## src/rtl/bcd_pkg.sv

```systemverilog
// Shared types and constants for the sequential binary-to-BCD converter.
// Holds the digit type, FSM state encoding and the digit-count sizing helper.
package bcd_pkg;

    typedef logic [3:0] bcd_digit_t;

    typedef enum logic [0:0] {
        IDLE = 1'b0,
        CONV = 1'b1
    } state_e;

    localparam bcd_digit_t ADD3_THRESHOLD = 4'd5;

    // Smallest digit count whose decimal range covers the largest WIDTH-bit value.
    function automatic int min_digits(input int width);
        longint unsigned maxValue;
        longint unsigned power;
        int              digits;
        maxValue = (64'd1 << width) - 64'd1;
        power    = 64'd1;
        digits   = 0;
        for (int i = 0; i < 20; i++) begin
            if (power <= maxValue) begin
                power  = power * 64'd10;
                digits = digits + 1;
            end
        end
        return digits;
    endfunction

endpackage

```

## src/rtl/bcd_digit_adj.sv

```systemverilog
// Double-dabble digit correction: adds 3 to a BCD field holding 5 or more,
// so the following left shift carries correctly into the next decimal digit.
module bcd_digit_adj
    import bcd_pkg::*;
(
    input  logic [3:0] digit_i,
    output logic [3:0] digit_o
);

    always_comb begin
        digit_o = digit_i;
        if (digit_i >= ADD3_THRESHOLD) begin
            digit_o = digit_i + 4'd3;
        end
    end

endmodule

```

## src/rtl/bin_to_bcd_seq.sv

```systemverilog
// Iterative binary-to-BCD converter, one input bit per clock (shift-and-add-3).
// Optional macro SIGNED_INPUT_EN: two's-complement input with a sign_out port.
module bin_to_bcd_seq
    import bcd_pkg::*;
#(
    parameter int WIDTH  = 16,
    parameter int DIGITS = 5
) (
    input  logic                  clk,
    input  logic                  rst_n,
    input  logic                  start,
    input  logic [WIDTH-1:0]      d_input,
    output logic                  busy,
    output logic                  done,
    output logic [4*DIGITS-1:0]   bcd_out
`ifdef SIGNED_INPUT_EN
    ,
    output logic                  sign_out
`endif
);

    localparam int BW = 4 * DIGITS;
    localparam int SW = BW + WIDTH;
    localparam int CW = $clog2(WIDTH + 1);

    if (WIDTH < 4 || DIGITS < min_digits(WIDTH)) begin : gBadParams
        $error("bin_to_bcd_seq: WIDTH must be >= 4 and DIGITS large enough for WIDTH");
    end

    state_e          state_q, state_d;
    logic [SW-1:0]   shift_q, shift_d;
    logic [CW-1:0]   cnt_q, cnt_d;
    logic [BW-1:0]   bcd_q, bcd_d;
    logic            done_q, done_d;

    logic [BW-1:0]   adjDigits;
    logic [SW-1:0]   shifted;
    logic [WIDTH-1:0] loadValue;
    logic            lastStep;

`ifdef SIGNED_INPUT_EN
    logic            signPend_q, signPend_d;
    logic            sign_q, sign_d;

    assign loadValue = d_input[WIDTH-1] ? -d_input : d_input;
`else
    assign loadValue = d_input;
`endif

    for (genvar g = 0; g < DIGITS; g++) begin : gDigit
        bcd_digit_adj uAdj (
            .digit_i (shift_q[WIDTH + 4*g +: 4]),
            .digit_o (adjDigits[4*g +: 4])
        );
    end

    assign shifted  = {adjDigits, shift_q[WIDTH-1:0]} << 1;
    assign lastStep = (state_q == CONV) && (cnt_q == CW'(1));

    always_ff @(posedge clk) begin
        if (!rst_n) begin
            state_q <= IDLE;
        end else begin
            state_q <= state_d;
        end
    end

    always_comb begin
        state_d = state_q;
        case (state_q)
            IDLE:    if (start)    state_d = CONV;
            CONV:    if (lastStep) state_d = IDLE;
            default: state_d = IDLE;
        endcase
    end

    always_comb begin
        busy    = (state_q == CONV);
        done    = done_q;
        bcd_out = bcd_q;
`ifdef SIGNED_INPUT_EN
        sign_out = sign_q;
`endif
    end

    // The result register only changes on the final step, so intermediate
    // shift states never reach the display side.
    always_comb begin
        shift_d = shift_q;
        cnt_d   = cnt_q;
        bcd_d   = bcd_q;
        done_d  = 1'b0;
`ifdef SIGNED_INPUT_EN
        signPend_d = signPend_q;
        sign_d     = sign_q;
`endif
        case (state_q)
            IDLE: begin
                if (start) begin
                    shift_d = {{BW{1'b0}}, loadValue};
                    cnt_d   = CW'(WIDTH);
`ifdef SIGNED_INPUT_EN
                    signPend_d = d_input[WIDTH-1];
`endif
                end
            end
            CONV: begin
                shift_d = shifted;
                cnt_d   = cnt_q - CW'(1);
                if (lastStep) begin
                    bcd_d  = shifted[SW-1 -: BW];
                    done_d = 1'b1;
`ifdef SIGNED_INPUT_EN
                    sign_d = signPend_q;
`endif
                end
            end
            default: ;
        endcase
    end

    always_ff @(posedge clk) begin
        if (!rst_n) begin
            shift_q <= '0;
            cnt_q   <= '0;
            bcd_q   <= '0;
            done_q  <= 1'b0;
`ifdef SIGNED_INPUT_EN
            signPend_q <= 1'b0;
            sign_q     <= 1'b0;
`endif
        end else begin
            shift_q <= shift_d;
            cnt_q   <= cnt_d;
            bcd_q   <= bcd_d;
            done_q  <= done_d;
`ifdef SIGNED_INPUT_EN
            signPend_q <= signPend_d;
            sign_q     <= sign_d;
`endif
        end
    end

endmodule

```

## config.mk

```make
export PLATFORM = sky130hd
export DESIGN_NAME = bin_to_bcd_seq
export DESIGN_NICKNAME = d
export VERILOG_FILES = /design/src/rtl/bcd_pkg.sv /design/src/rtl/bcd_digit_adj.sv /design/src/rtl/bin_to_bcd_seq.sv
export SDC_FILE = /design/constraint.sdc
export NUM_CORES = 1
export LEC_CHECK = 0
export ABC_AREA = 1
export CAP_MARGIN = 25
export CORE_AREA = 5 5 73 91
export CTS_CLUSTER_SIZE = 14
export DETAILED_ROUTE_END_ITERATION = 10
export DIE_AREA = 0 0 78 96
export PLACE_DENSITY = 0.93
export SLEW_MARGIN = 5
export SYNTH_ARGS = -nofsm -noshare
export SYNTH_HDL_FRONTEND = slang
export SYNTH_HIERARCHICAL = 1
export SYNTH_SLANG_ARGS = --single-unit
```

## constraint.sdc

```tcl
create_clock -name clk -period 2.2 [get_ports clk]
set_input_delay 0.44 -clock clk [delete_from_list [all_inputs] [get_ports clk]]
set_output_delay 0.44 -clock clk [all_outputs]
set_load 0.1 [all_outputs]
```

; ---- After elaboration in Yosys (flattened, before gate mapping)
; Cells that the tools add are included.
; W data, S select, Z words.
[classes]
order_cmp = 5
reduce_logical = 3
muxes = 13
n_addsub = 6
eq_ne = 2
n_bitwise = 1
[op_table]
columns = operator, n
row1 = $pmux W36 S2, 1
row2 = $mux W36, 1
row3 = $ge A4 B3 Y1 const B, 5
row4 = $add A4 B2 Y4 const B, 4
row5 = $mux W4, 4
row6 = $pmux W5 S2, 1
row7 = $eq A5 B1 Y1 const B, 1
row8 = $mux W5, 1
row9 = $sub A5 B1 Y5 const B, 1
row10 = $reduce_and A2 Y1, 2
row11 = $add A3 B2 Y3 const B, 1
row12 = $mux W1, 3
row13 = $mux W3, 1
row14 = $ne A2 B2 Y1 const B, 1
row15 = $pmux W1 S2, 1
row16 = $logic_and A1 B1 Y1, 1
row17 = $not A1 Y1, 1
[word_totals]
regBits = 63
elab_cells = 35

; ---- Depth between registers and ports, before layout
; Gate-level depths: netlist of the first run.
[depth]
depth_word = 4
depth_mapped = 9

; ---- By module
; Netlist of the first run, hierarchy kept.
[by_module_without_submodules]
columns = module, area_each_um2, instances, cells_each, seq_area_each_um2
row1 = bin_to_bcd_seq, 2546.2, 1, 347, 1261.2
row2 = bcd_digit_adj, 135.1, 5, 23, 0.0

; ---- Worst setup path before layout of the first run
; No wires, ideal clock.
[synth_timing]
path_kind = register -> register
start = register state_q (netlist: busy)
end = register bcd_q[0] (netlist: bcd_out[0])
required_ps = 2084
arrival_ps = 1646
slack_ps = 438
setup_time_ps = 116
period_less_slack_ps = 1762
path_stages_with_launch = 8
cell_sequence = dfxtp_1 buf_6 nand2_1 inv_1 nand3_1 buf_2 nand3_1 nand2_1
[synth_via]
elab_chain_len = 2
[synth_lines]
columns = element, line_no
row1 = "start, declared", bin_to_bcd_seq.sv:30  ; state_e state_q, state_d;
row2 = "start signal, assigned", bin_to_bcd_seq.sv:64  ; state_q <= state_d;
row3 = $logic_and A1 B1 Y1, bin_to_bcd_seq.sv:58  ; assign lastStep = (state_q == CONV) && (cnt_q == CW'(1));
row4 = $reduce_and A2 Y1 (no line) (*), n/a
row5 = "end signal, assigned", bin_to_bcd_seq.sv:126  ; bcd_q <= '0;
row6 = "end signal, assigned", bin_to_bcd_seq.sv:135  ; bcd_q <= bcd_d;
row7 = "end, declared", bin_to_bcd_seq.sv:33  ; logic [BW-1:0] bcd_q, bcd_d;
; Mark *: on every way between the ends. The rest lies on a longest branch, timed or not.
; A chain may end at the register's enable or synchronous reset.

; ---- Worst setup path after layout of the first run
[layout_timing]
start = register state_q (netlist: busy)
end = output port busy
[layout_rtl]
columns = element, line_no
row1 = "end, declared", bin_to_bcd_seq.sv:13  ; output logic busy,
; No word-level cell between the ends.

==> results of run 1 <==
## area by class of cell
type | instances | area share
clock buffer | 12 | 0.04362
clock inverter | 4 | 0.01388
inverter | 45 | 0.04461
multi-input combinational | 324 | 0.4266
sequential | 63 | 0.3331
tap | 66 | 0.02181
timing repair buffer | 50 | 0.1163
## flip-flops by register name (all words and copies together) (netlist names)
register,count
done,1
busy,1
bcd_out,20
cnt_q,5
shift_q,36
## routing by layer
| layer | part of all wire | vias up | global-route usage |
|---|---|---|---|
| met2 | 0.53 | 98 | 0.3579 |
| met5 | 0 | - | 0 |
| li1 | - | 1528 | - |
| met4 | 0.014 | 0 | 0.08169 |
| met3 | 0.078 | 12 | 0.03090 |
| met1 | 0.38 | 1392 | 0.2058 |
## final timing paths
kind,end,slack [ns]
worst min-delay path,shift_q[0],0.47
worst max register to register,shift_q[30],0.77
worst min register to register,shift_q[0],0.47
worst max-delay path,busy,0.55
## tightest hold or removal path, cell delays in order (launching register included)
cell     delay, ns
dfxtp_1       0.31
nand2_1       0.06
a21oi_1       0.05
## stage by stage
stage	total power [uW]	hold WS (ns)	instance area [sq um]
2_1_floorplan	1379	0.4390	3196
3_3_place_gp	1442	0.4512	3568
3_5_place_dp	1448	0.4540	3568
4_1_cts	2503	0.4707	3786
5_1_grt	2578	0.4903	3786
6_report	2488	0.4670	3786
## where the power goes
| group | internal, uW | switching, uW |
|---|---|---|
| Clock | 615 | 449 |
| Combinational | 91.8 | 145 |
| Sequential | 1170 | 18.2 |
| Total | 1880 | 612 |
==> impl_metrics.json, run 1 <==
{
  "outcome": "complete, no violations",
  "cts_buffer_depth": 2,
  "netlist_area_sq_mm": 0.003196,
  "path_depth": 2,
  "grt_pass1_vias": 2818,
  "start_kind": "flip-flop",
  "min_period_ns": 1.646,
  "crit_family": "buffers and inverters",
  "required_ns": 1.76,
  "hold_buffers": 0,
  "min_path_type": "flip-flop to flip-flop",
  "grt_max_degree": 26,
  "die_area_sq_mm": 0.007488,
  "grt_usage": 0.1890,
  "gp_routability_congestion": 0.8202,
  "hpwl_mm": 4.703,
  "cts_setup_buffers": 0,
  "setup_violations": 0,
  "wl_per_cell_um": 11.99,
  "r2r_cells": 7,
  "slew_violations": 0,
  "viasPerCell": 5.372,
  "vias": 3030,
  "clk_pin_slew_ns": 0.07,
  "slowest_delay_ns": 0.34,
  "fp.dieH_um": 96,
  "tightest_slew_ns": 0.4011,
  "max_cap_violations": 0,
  "layout_commonest_cell": "nand2_1",
  "layout_common_cells": "nand2_1, nand3_1, dfxtp_1",
  "io_buffer_count": 40,
  "min_path_cells": 2,
  "wl_mm": 6.765,
  "seq_area_sq_mm": 0.001261,
  "peakVddDrop_mv": 0.5612,
  "overflow": 0,
  "multi_input_area_sq_mm": 0.001615,
  "cts.sinks": 63,
  "setup.worst_path.start": "busy",
  "fin_crit_sh": 0.7480,
  "core-area_sq_mm": 0.005702,
  "tritoncts": "done",
  "antenna_found_initial": 0,
  "instances_no_fill": 564,
  "crit_path_end_kind": "output pin",
  "area_growth_pct": 18.48,
  "initial_core_util": 0.5605,
  "worstPathArrival_ns": 1.21,
  "ys_warn_count": 6,
  "fp.dieW_um": 78,
  "cp_cell_sequence": "buf_4 > buf_12",
  "post_cts_resized": 0,
  "p_per_area_mw_per_mm2": 657.3,
  "r2r_start": "shift_q[28]",
  "drt_iter0_markers": 192,
  "worstPathMaxFanout": 25,
  "synth_nets": 488,
  "fmax_mhz": 607.7,
  "io_pins": 41,
  "path_buf_inv": 2,
  "final_core_util": 0.6640,
  "clock_skew_ns": 0.005285,
  "leakage_uw": 0.001704,
  "h-tree-depth": 3,
  "max_slew_margin": 0.7322,
  "antenna_cells": 0,
  "detail-route-antenna-nets": 0,
  "drc_errors": 0,
  "finalSetupTns_ns": 0,
  "layout-drive-gt1-share": 0.1667,
  "slowest_stage": "dfxtp_1",
  "avgSynthCellArea_sq_um": 6.992,
  "dpl.cell_count": 548,
  "clkLatencyLatePin_ns": 0.34,
  "first_pass_iters": 4,
  "cts-root-buf": "clkbuf_8",
  "final_nets": 524,
  "hp-start": "shift_q[0]",
  "pre_cts_ws_ns": 0.4608,
  "grt_pass1_wl_mm": 11.67,
  "rows": 31,
  "setup_ws_ns": 0.5545,
  "syn-instance-count": 457,
  "nFillCells": 460,
  "rsz0062_at_grt": "no",
  "path_class": "flip-flop to output pin",
  "finalHoldViolCount": 0,
  "cts_buffers": 9
}
Note: power is estimated with default switching activity, not from simulation.
==> run 2: changes to the inputs <==
Settings changed: CORE_AREA 5 5 73 91 to 5 5 78 98, DIE_AREA 0 0 78 96 to 0 0 83 103, PLACE_DENSITY 0.93 to 0.86.
Clock period 2.2 ns to 1.4 ns, I/O delays scaled along.
==> impl_metrics.json, run 2 (synthesis results as in run 1) <==
{
  "grt_max_degree": 43,
  "cts_buffers": 9,
  "r2r_end": "shift_q[17]",
  "worstPathMaxFanout": 4,
  "gp_routability_congestion": 0.8256,
  "rows": 34,
  "cp_cell_sequence": "inv_2 > ha_1 > nand2_1 > nand2_2 > o21ai_0 > nand2_2 > nand2_1 > a21oi_2",
  "h-tree-depth": 3,
  "layout_commonest_cell": "nand2_1",
  "wl_mm": 7.317,
  "clock_skew_ns": 0.01172,
  "r2r_cells": 8,
  "drc_errors": 0,
  "largest_reg_flops": 36,
  "cts-root-buf": "clkbuf_8",
  "pre_cts_ws_ns": -0.05017,
  "outcome": "complete, no violations",
  "layout-drive-gt1-share": 0.2227,
  "grt_pass1_wl_mm": 12.21,
  "path_depth": 8,
  "grt_pass1_vias": 2814,
  "cts.sinks": 63,
  "endpoint": "shift_q[17]",
  "area_growth_pct": 30.19,
  "path_buf_inv": 1,
  "slowest_stage": "dfxtp_2",
  "core-area_sq_mm": 0.006721,
  "min_period_ns": 1.360,
  "io_pins": 41,
  "crit_family": "flip-flops",
  "setup_violations": 0,
  "leakage_uw": 0.001791,
  "fin_crit_sh": 0.9717,
  "max_cap_violations": 0,
  "worstPathArrival_ns": 1.57,
  "setup_ws_ns": 0.03963,
  "cts_buffer_depth": 2,
  "rrSetupSlack_ns": 0.04,
  "detail-route-antenna-nets": 0,
  "fmax_mhz": 735.1,
  "vias": 3045,
  "fin_area_sq_mm": 0.004160,
  "peakVddDrop_mv": 0.7151,
  "drt_iter0_markers": 143,
  "grt_usage": 0.1740,
  "finalHoldViolCount": 0,
  "io_buffer_count": 40,
  "wl_per_cell_um": 12.34,
  "start_kind": "flip-flop",
  "final_nets": 529,
  "p_per_area_mw_per_mm2": 920.7,
  "path_class": "flip-flop to flip-flop",
  "seq_area_sq_mm": 0.001275,
  "r2r_start": "shift_q[17]",
  "initial_core_util": 0.4754,
  "crit_path_end_kind": "flip-flop",
  "layout_common_cells": "nand2_1, nand3_1, dfxtp_1",
  "hpwl_mm": 4.966,
  "nFillCells": 564,
  "place_area_sq_mm": 0.003908,
  "regMostFlops": "shift_q",
  "rsz0062_at_grt": "yes",
  "clk_pin_slew_ns": 0.08,
  "slowest_delay_ns": 0.37,
  "antenna_cells": 0,
  "setup.worst_path.start": "shift_q[17]",
  "clkLatencyLatePin_ns": 0.35,
  "viasPerCell": 5.135,
  "required_ns": 1.61,
  "hold_buffers": 0,
  "min_path_type": "primary input to flip-flop",
  "tritoncts": "done",
  "overflow": 0,
  "fp.dieW_um": 83,
  "tightest_slew_ns": 0.4971,
  "multi_input_area_sq_mm": 0.001653,
  "first_pass_iters": 4,
  "antenna_found_initial": 0,
  "fp.dieH_um": 103,
  "die_area_sq_mm": 0.008549,
  "slew_violations": 0,
  "max_slew_margin": 0.6681
}
-- run 2: changes by cell type in the layout (fill, tap and decap cells not counted), moves of 6 or more --
cell / previous run / this run
buf_12: 2 / 24
buf_4: 30 / 13
dfxtp_1: 63 / 54
dfxtp_2: 0 / 8
nand2_1: 148 / 142
nand2_2: 5 / 11
-- run 2: tightest hold or removal path, cell delays in order --
cell and delay, ns:
buf_2 0.14, buf_12 0.18, nand2_1 0.08, inv_1 0.03
-- run 2: layer usage --
layer | routed length (um) | vias to the layer above | global-route usage
li1 | - | 1536 | -
met1 | 3009 | 1418 | 0.1871
met2 | 3799 | 76 | 0.3136
met3 | 394 | 15 | 0.04317
met4 | 114 | 0 | 0.1006
met5 | 0 | - | 0
-- run 2: where the power goes --
part	leakage (uW)	switching [uW]	internal [uW]	total [uW]
Clock	0.0000981	712	860	1570
Combinational	0.00118	226	153	379
Sequential	0.000516	42.4	1840	1880
-- run 2: final cells by class --
type	count	area share
Inverter	45	0.04060
Clock inverter	6	0.01444
Multi-Input combinational cell	324	0.3973
Sequential cell	63	0.3065
Clock buffer	10	0.03308
Tap cell	90	0.02707
Timing Repair Buffer	55	0.1811
-- run 2: worst min-delay path by stage --
stage,start,endpoint,slack [ns],cells after the start
final,rst_n,shift_q[10],0.40,4
after detailed placement,shift_q[35],shift_q[35],0.45,2
after global routing,rst_n,shift_q[9],0.41,4
after floorplan,shift_q[35],shift_q[35],0.44,2
after CTS,rst_n,shift_q[10],0.39,4
after global placement,shift_q[35],shift_q[35],0.45,2
-- run 2: per-stage QoR --
step | utilization | cells | setup TNS [ns] | hold slack [ns] | total power, uW
2_1_floorplan | - | 457 | 0 | 0.4390 | 2167
3_3_place_gp | 0.5813 | 576 | 0 | 0.4495 | 2279
3_5_place_dp | 0.5813 | 576 | -0.5021 | 0.4513 | 2291
4_1_cts | 0.6108 | 592 | 0 | 0.3882 | 3851
5_1_grt | 0.6190 | 593 | -0.1498 | 0.4088 | 4005
6_report | 0.6190 | 593 | 0 | 0.4034 | 3830
-- run 2: timing repair --
| item | in CTS | in global routing |
|---|---|---|
| hold endpoints to repair | 0 | 0 |
| setup endpoints to repair | 0 | 21 |
| gates resized for setup | 0 | 24 |
| buffers inserted | 0 | 1 |
